===== config.mk =====
export PLATFORM = sky130hd
export DESIGN_NAME = led_pattern_sched
export DESIGN_NICKNAME = d
export VERILOG_FILES = /design/src/rtl/led_pattern_sched.sv
export SDC_FILE = /design/constraint.sdc
export NUM_CORES = 1
export LEC_CHECK = 0
export CAP_MARGIN = 30
export CORE_UTILIZATION = 48
export CTS_CLUSTER_SIZE = 24
export DETAILED_ROUTE_END_ITERATION = 8
export PLACE_DENSITY = 0.75
export SLEW_MARGIN = 40
export SYNTH_ARGS = -nofsm -noshare
export SYNTH_HDL_FRONTEND = slang
export SYNTH_SLANG_ARGS = --single-unit

===== constraint.sdc =====
create_clock -name clk -period 7.2 [get_ports clk]
set_input_delay 2.16 -clock clk [delete_from_list [all_inputs] [get_ports clk]]
set_output_delay 2.16 -clock clk [all_outputs]
set_load 0.005 [all_outputs]

===== src/rtl/led_pattern_sched.sv =====
// led_pattern_sched: debounced key steps OFF/MIRROR/RUN/BLINK modes and drives an 8-bit LED bar
// from a pattern table, advanced by a TICK_DIV prescaler.
module led_pattern_sched #(
  parameter int TICK_DIV = 12500000,
  parameter int DEB_CYC  = 1000000
) (
  input  logic       clk,
  input  logic       rst_n,
  input  logic       key_n,
  input  logic       run,
  output logic [7:0] led,
  output logic [1:0] mode,
  output logic       tick
);
  localparam int PW = $clog2(TICK_DIV);
  localparam int DW = $clog2(DEB_CYC);
  localparam logic [63:0] MIRROR_TAB = 64'h00_81_42_24_18_24_42_81;
  typedef enum logic [1:0] {OFF, MIRROR, RUN, BLINK} mode_e;
  mode_e          mode_q, mode_d;
  logic           s1_q, s2_q, key_q, key_d;
  logic [DW-1:0]  deb_q, deb_d;
  logic [PW-1:0]  pre_q, pre_d;
  logic [2:0]     step_q, step_d, step_nx;
  logic [7:0]     led_q, led_d, pat;
  logic           deb_done, press, active;
  always_ff @(posedge clk or negedge rst_n)
    if (!rst_n) begin
      s1_q   <= 1'b1;
      s2_q   <= 1'b1;
      key_q  <= 1'b1;
      deb_q  <= '0;
      pre_q  <= '0;
      step_q <= '0;
      led_q  <= '0;
      mode_q <= OFF;
    end else begin
      s1_q   <= key_n;
      s2_q   <= s1_q;
      key_q  <= key_d;
      deb_q  <= deb_d;
      pre_q  <= pre_d;
      step_q <= step_d;
      led_q  <= led_d;
      mode_q <= mode_d;
    end
  // press fires in the cycle the debounced level is about to fall, so the mode moves on that same edge
  always_comb begin
    deb_done = deb_q == DW'(DEB_CYC - 1);
    key_d    = (s2_q != key_q && deb_done) ? s2_q : key_q;
    deb_d    = (s2_q == key_q || deb_done) ? '0 : deb_q + DW'(1);
    press    = key_q && !s2_q && deb_done;
    active   = run && mode_q != OFF;
    tick     = active && pre_q == PW'(TICK_DIV - 1) && !press;
    pre_d    = (!active || press || tick) ? '0 : pre_q + PW'(1);
    mode_d   = press ? mode_e'(mode_q + 2'd1) : mode_q;
    pat      = mode_q == MIRROR ? MIRROR_TAB[{step_q, 3'b000} +: 8] :
               mode_q == RUN    ? 8'h01 << step_q : {8{~step_q[0]}};
    step_nx  = mode_q == BLINK ? {2'b00, ~step_q[0]} : step_q + 3'd1;
    step_d   = press ? 3'd0 : tick ? step_nx : step_q;
    led_d    = (press || mode_q == OFF) ? 8'h00 : tick ? pat : led_q;
  end
  assign led  = led_q;
  assign mode = mode_q;
endmodule


* Word-level counts from Yosys, hierarchy flattened
Index checks and enable logic that the tools add are counted.
** Cells by class
- $add $sub $neg :: 4
- Equality and inequality tests :: 7
- Shifts and indexed selects :: 2
- Mux-type cells :: 9
- Bitwise logic cells :: 1
- Reductions and logical operators :: 17
** Operators by type and width (count)
- 64-bit by 7-bit variable part select with 8-bit output (first input constant) :: 1
- 8-bit two-way mux :: 4
- 24-bit by 1-bit adder with 24-bit output (second input constant) :: 1
- 24-bit == test (second input constant) :: 1
- 24-bit two-way mux :: 1
- 20-bit by 1-bit adder with 20-bit output (second input constant) :: 1
- 20-bit == test (second input constant) :: 1
- 20-bit two-way mux :: 1
- 3-bit two-way mux :: 3
- 1-bit by 3-bit left shift with 8-bit output (first input constant) :: 1
- 1-bit logical AND :: 6
- 2-bit nonzero test :: 3
- 2-bit == test (second input constant) :: 2
- 1-bit logical OR :: 4
- 3-bit by 1-bit adder with 3-bit output (second input constant) :: 1
- 1-bit zero test :: 3
- 2-bit by 1-bit adder with 2-bit output (second input constant) :: 1
- 2-bit by 1-bit == test with 1-bit output (second input constant) :: 1
- 2-bit zero test :: 1
- 1-bit == test :: 1
- 1-bit inequality test :: 1
- 1-bit NOT :: 1
** Storage, ports and cells
- Register bits after elaboration :: 60
- Output and inout bits :: 11

* Depth between registers and ports, before layout
- Depth in word-level cells :: 7
- Mapped depth :: 8
- Mapped depth without buffers :: 7

* Worst setup path before layout
OpenSTA, ideal clock, no wires.
- Path type :: input port to output port
- From :: input run
- To :: output tick
- Data arrival time :: 3174 ps
- Required time :: 5040 ps
- Path slack :: 1866 ps
- Cell stages on the path :: 4
- Buffers on the path :: 0
- Path through :: nor2b_1 > nand4_1 > or3_1 > a31oi_1
** On the way
- Longest elaborated chain between the ends :: 3
** RTL lines
- start, declared :: RTL line 10 : input logic run,
- 1-bit logical AND :: RTL line 52 : active = run && mode_q != OFF;
- 1-bit logical AND (2 in series) :: RTL line 53 : tick = active && pre_q == PW'(TICK_DIV - 1) && !press;
- end, declared :: RTL line 13 : output logic tick
No other way between the ends.

* Worst setup path in the final report
Ends and elaborated chain as after synthesis.

==> impl_metrics.ini <==
[die]
die_outline_height_microns = 83.5
core.rowCount = 29
floorplan.initialDensity_pct = 50.0
total_die_area_sq_mm = 0.00698
die_w_microns = 83.5
core-area_sq_mm = 0.00639
num_io_pins = 15

[drt]
wire_per_inst_microns = 13.3
detailroute.via_count = 2246
detailedRoute.firstPassIterationCount = 4
drc = 0
routed_wl_mm = 5.51
antenna_violating_nets_left = 0
vias_per_cell = 5.40
detail_route.iter0.violations = 106

[global_routing]
globalRoute.totalOverflow = 0
global_route.usage.total_pct = 17.6
grt_pass1_wl_mm = 9.56
number_of_global_route_vias_before_repair = 2160
grt_start_max_net_pins = 61
antenna_found_initial = 0

[sta]
min_period_over_period_pct = 89.5
slew_headroom_pct = 48.2
max_clock_freq_mhz = 155
rsz0062_at_grt = false
worstMarginPinSlew_ps = 775
worst_hold_slack_ps = 358
setup_violations = 0
timing_max_transition_violations_final = 0
finalWorstPathRequiredPeriod_ps = 6440
timing.setup.tns_ps = 0
clock-skew-final_ps = 11.2
timing.final.hold_violations = 0

[layout]
layout.cells.most_common = sky130_fd_sc_hd__nor2_1
n_fill_cell = 555
most-common-layout-cells = 67 x sky130_fd_sc_hd__nor2_1, 57 x sky130_fd_sc_hd__dfrtp_1, 23 x sky130_fd_sc_hd__nand2_1, 21 x sky130_fd_sc_hd__xor2_1, 20 x sky130_fd_sc_hd__xnor2_1
antennaDiodeCount = 0
drive_gt1_share_pct = 9.73
nets_finish = 351
area_delta_synth_final_pct = 12.4

[critical_path]
cp_top_family = buffers and inverters
crit_chain = clkdlybuf4s50_1 > nor2b_1 > nand4_1 > or3_1 > a31oi_1 > clkdlybuf4s50_1
worst_r2r_startpoint = mode[0]
cp_data_required_time_ps = 5040
critical_path.startpoint_type = input port
rr_worst_depth = 7
worstPathBufferInverterCount = 2
crit_path_max_incr_delay_ps = 520
crit_path_end_kind = output pin
startpoint = run
critical_path_depth = 6
cpMostUsedCell = sky130_fd_sc_hd__clkdlybuf4s50_1
critical_path_peak_fanout = 3
cp_data_arrival_time_ps = 4280
critical_path_class = input port to output pin
crit_slowest_cell = sky130_fd_sc_hd__clkdlybuf4s50_1

[logic_synthesis]
syn-cell-area_sq_mm = 0.00319
postSynthCellCount = 317
synthDominantCellAreaShare_pct = 44.7
synthDistinctLibCells = 44
number_of_storage_elements_in_the_synthesis_netlist = 60
dominant_cells_by_area_after_synthesis = sky130_fd_sc_hd__dfrtp_1 45%, sky130_fd_sc_hd__nor2_1 7.9%, sky130_fd_sc_hd__xor2_1 5.8%
synth_seq_area_share_pct = 47.2
ys.flop_type = sky130_fd_sc_hd__dfrtp_1
mappedNetlistNets = 334
synth_edf_count = 0
ffs_w_async_s_r_synth_pct = 100
synth_warnings = 0
post_synth.cell_area_avg_sq_um = 10.1
post-synth-top-area-cell = sky130_fd_sc_hd__dfrtp_1

[clock_tree]
max-clock-path-buffers = 2
clock_pin_slew_on_the_worst_setup_and_hold_paths_ps = 60
cts_post_setup_buffers_inserted = 0
clock-sinks = 60
cts_hold_buffers = 0
worstSkewPairLatency_ps = 350
ctsResizeCount = 0
clk_root_buffer_cell = sky130_fd_sc_hd__clkbuf_8
cts_tree = done
htree_num_levels = 3
numCtsBuffers = 9

[outcome]
run_status = complete, no violations

[hold_path]
worst_hold_path.num_cells = 0
min-delay-start = s1_q
timing.hold.worst.class = flop to flop

[power_and_ir_drop]
peakVddDrop_v = 0.000130
power.density_mw_per_mm2 = 189
p_leak_nw = 1.47

[place]
dp.final_hpwl_mm = 3.67
io_buffer_count = 14
finalWeightedCongestion = 0.844

[run]
max_cap_viol_count = 0
Yosys cell counts, drive strengths merged (3+ instances only):
cell	instances
and4	8
ha	13
and3	5
nand4	12
inv	12
nand3	10
nand2	23
xnor2	20
clkbuf	3
nor2	67
a211oi	5
buf	7
and2	3
a31oi	3
xor2	21
dfrtp	57
nor3	6
a21oi	5
o21ai	4
dfstp	3
mux2i	6
state kept, by name, indices dropped and copies added, names as in the netlist:
| name | flops |
|---|---|
| step_q | 3 |
| pre_q | 24 |
| led | 8 |
| key_q | 1 |
| s2_q | 1 |
| mode | 2 |
| deb_q | 20 |
| s1_q | 1 |
final timing paths:
check / slack [ps] / end
worst max-delay path: 760 / tick
worst max register to register: 4650 / pre_q[15]
min in group asynchronous: 1750 / pre_q[16]
max in group asynchronous: 4910 / key_q
worst min register to register: 360 / s2_q
worst min-delay path: 360 / s2_q
worst reg2reg max path: cells and delay by family (launching register included):
family / cells / cell delay, ps
AND/OR/NAND/NOR: 5 / 1720
adder cells (fa/ha/maj): 1 / 230
flip-flops: 1 / 390
buffers and inverters: 1 / 100
cells by family (layout without fill, tap and decap cells):
logic type      after synthesis  count (layout)  share of synthesized area, %
compound gates               24              24                          5.57
buf+inv                      22              44                          3.92
flops                        60              60                          47.2
simple gates                151             151                          25.1
fa+ha+maj                    13              13                          5.10
xor+xnor                     41              41                          11.3
mux                           6               6                          1.88
stage by stage:
stage / power (W) / setup WS [ps] / util [%] / instance area, sq um / std cells
finish: 0.000677 / 756 / 56.2 / 3590 / 416
global route: 0.000701 / 659 / 56.2 / 3590 / 416
CTS: 0.000687 / 734 / 55.9 / 3570 / 415
detailed placement: 0.000360 / 749 / 52.5 / 3350 / 399
floorplan: 0.000352 / 1870 / - / 3190 / 317
global placement: 0.000360 / 780 / 52.5 / 3350 / 399
routing by layer:
layer,up-vias,GRT usage (%),wire length [microns]
met1,1097,19.6,2520
met4,0,9.40,96
met2,29,29.5,2660
li1,1110,-,-
met3,10,6.13,240
met5,-,0,0
cell type report:
class	instances	area [sq um]	area share, %
Clock inverter	1	30.0	0.837
Clock buffer	15	186	5.20
Inverter	12	45.0	1.26
Multi-Input combinational cell	235	1560	43.5
Tap cell	77	96.3	2.69
Sequential cell	60	1510	42.0
Timing Repair Buffer	16	163	4.53
power by group:
| group | switching (W) | total, W | internal, W |
|---|---|---|---|
| Sequential | 0.00000137 | 0.000341 | 0.000340 |
| Combinational | 0.00000983 | 0.0000141 | 0.00000429 |
| Clock | 0.000124 | 0.000321 | 0.000198 |
| Total | 0.000135 | 0.000677 | 0.000542 |
Power figures use the tool's default switching activity.
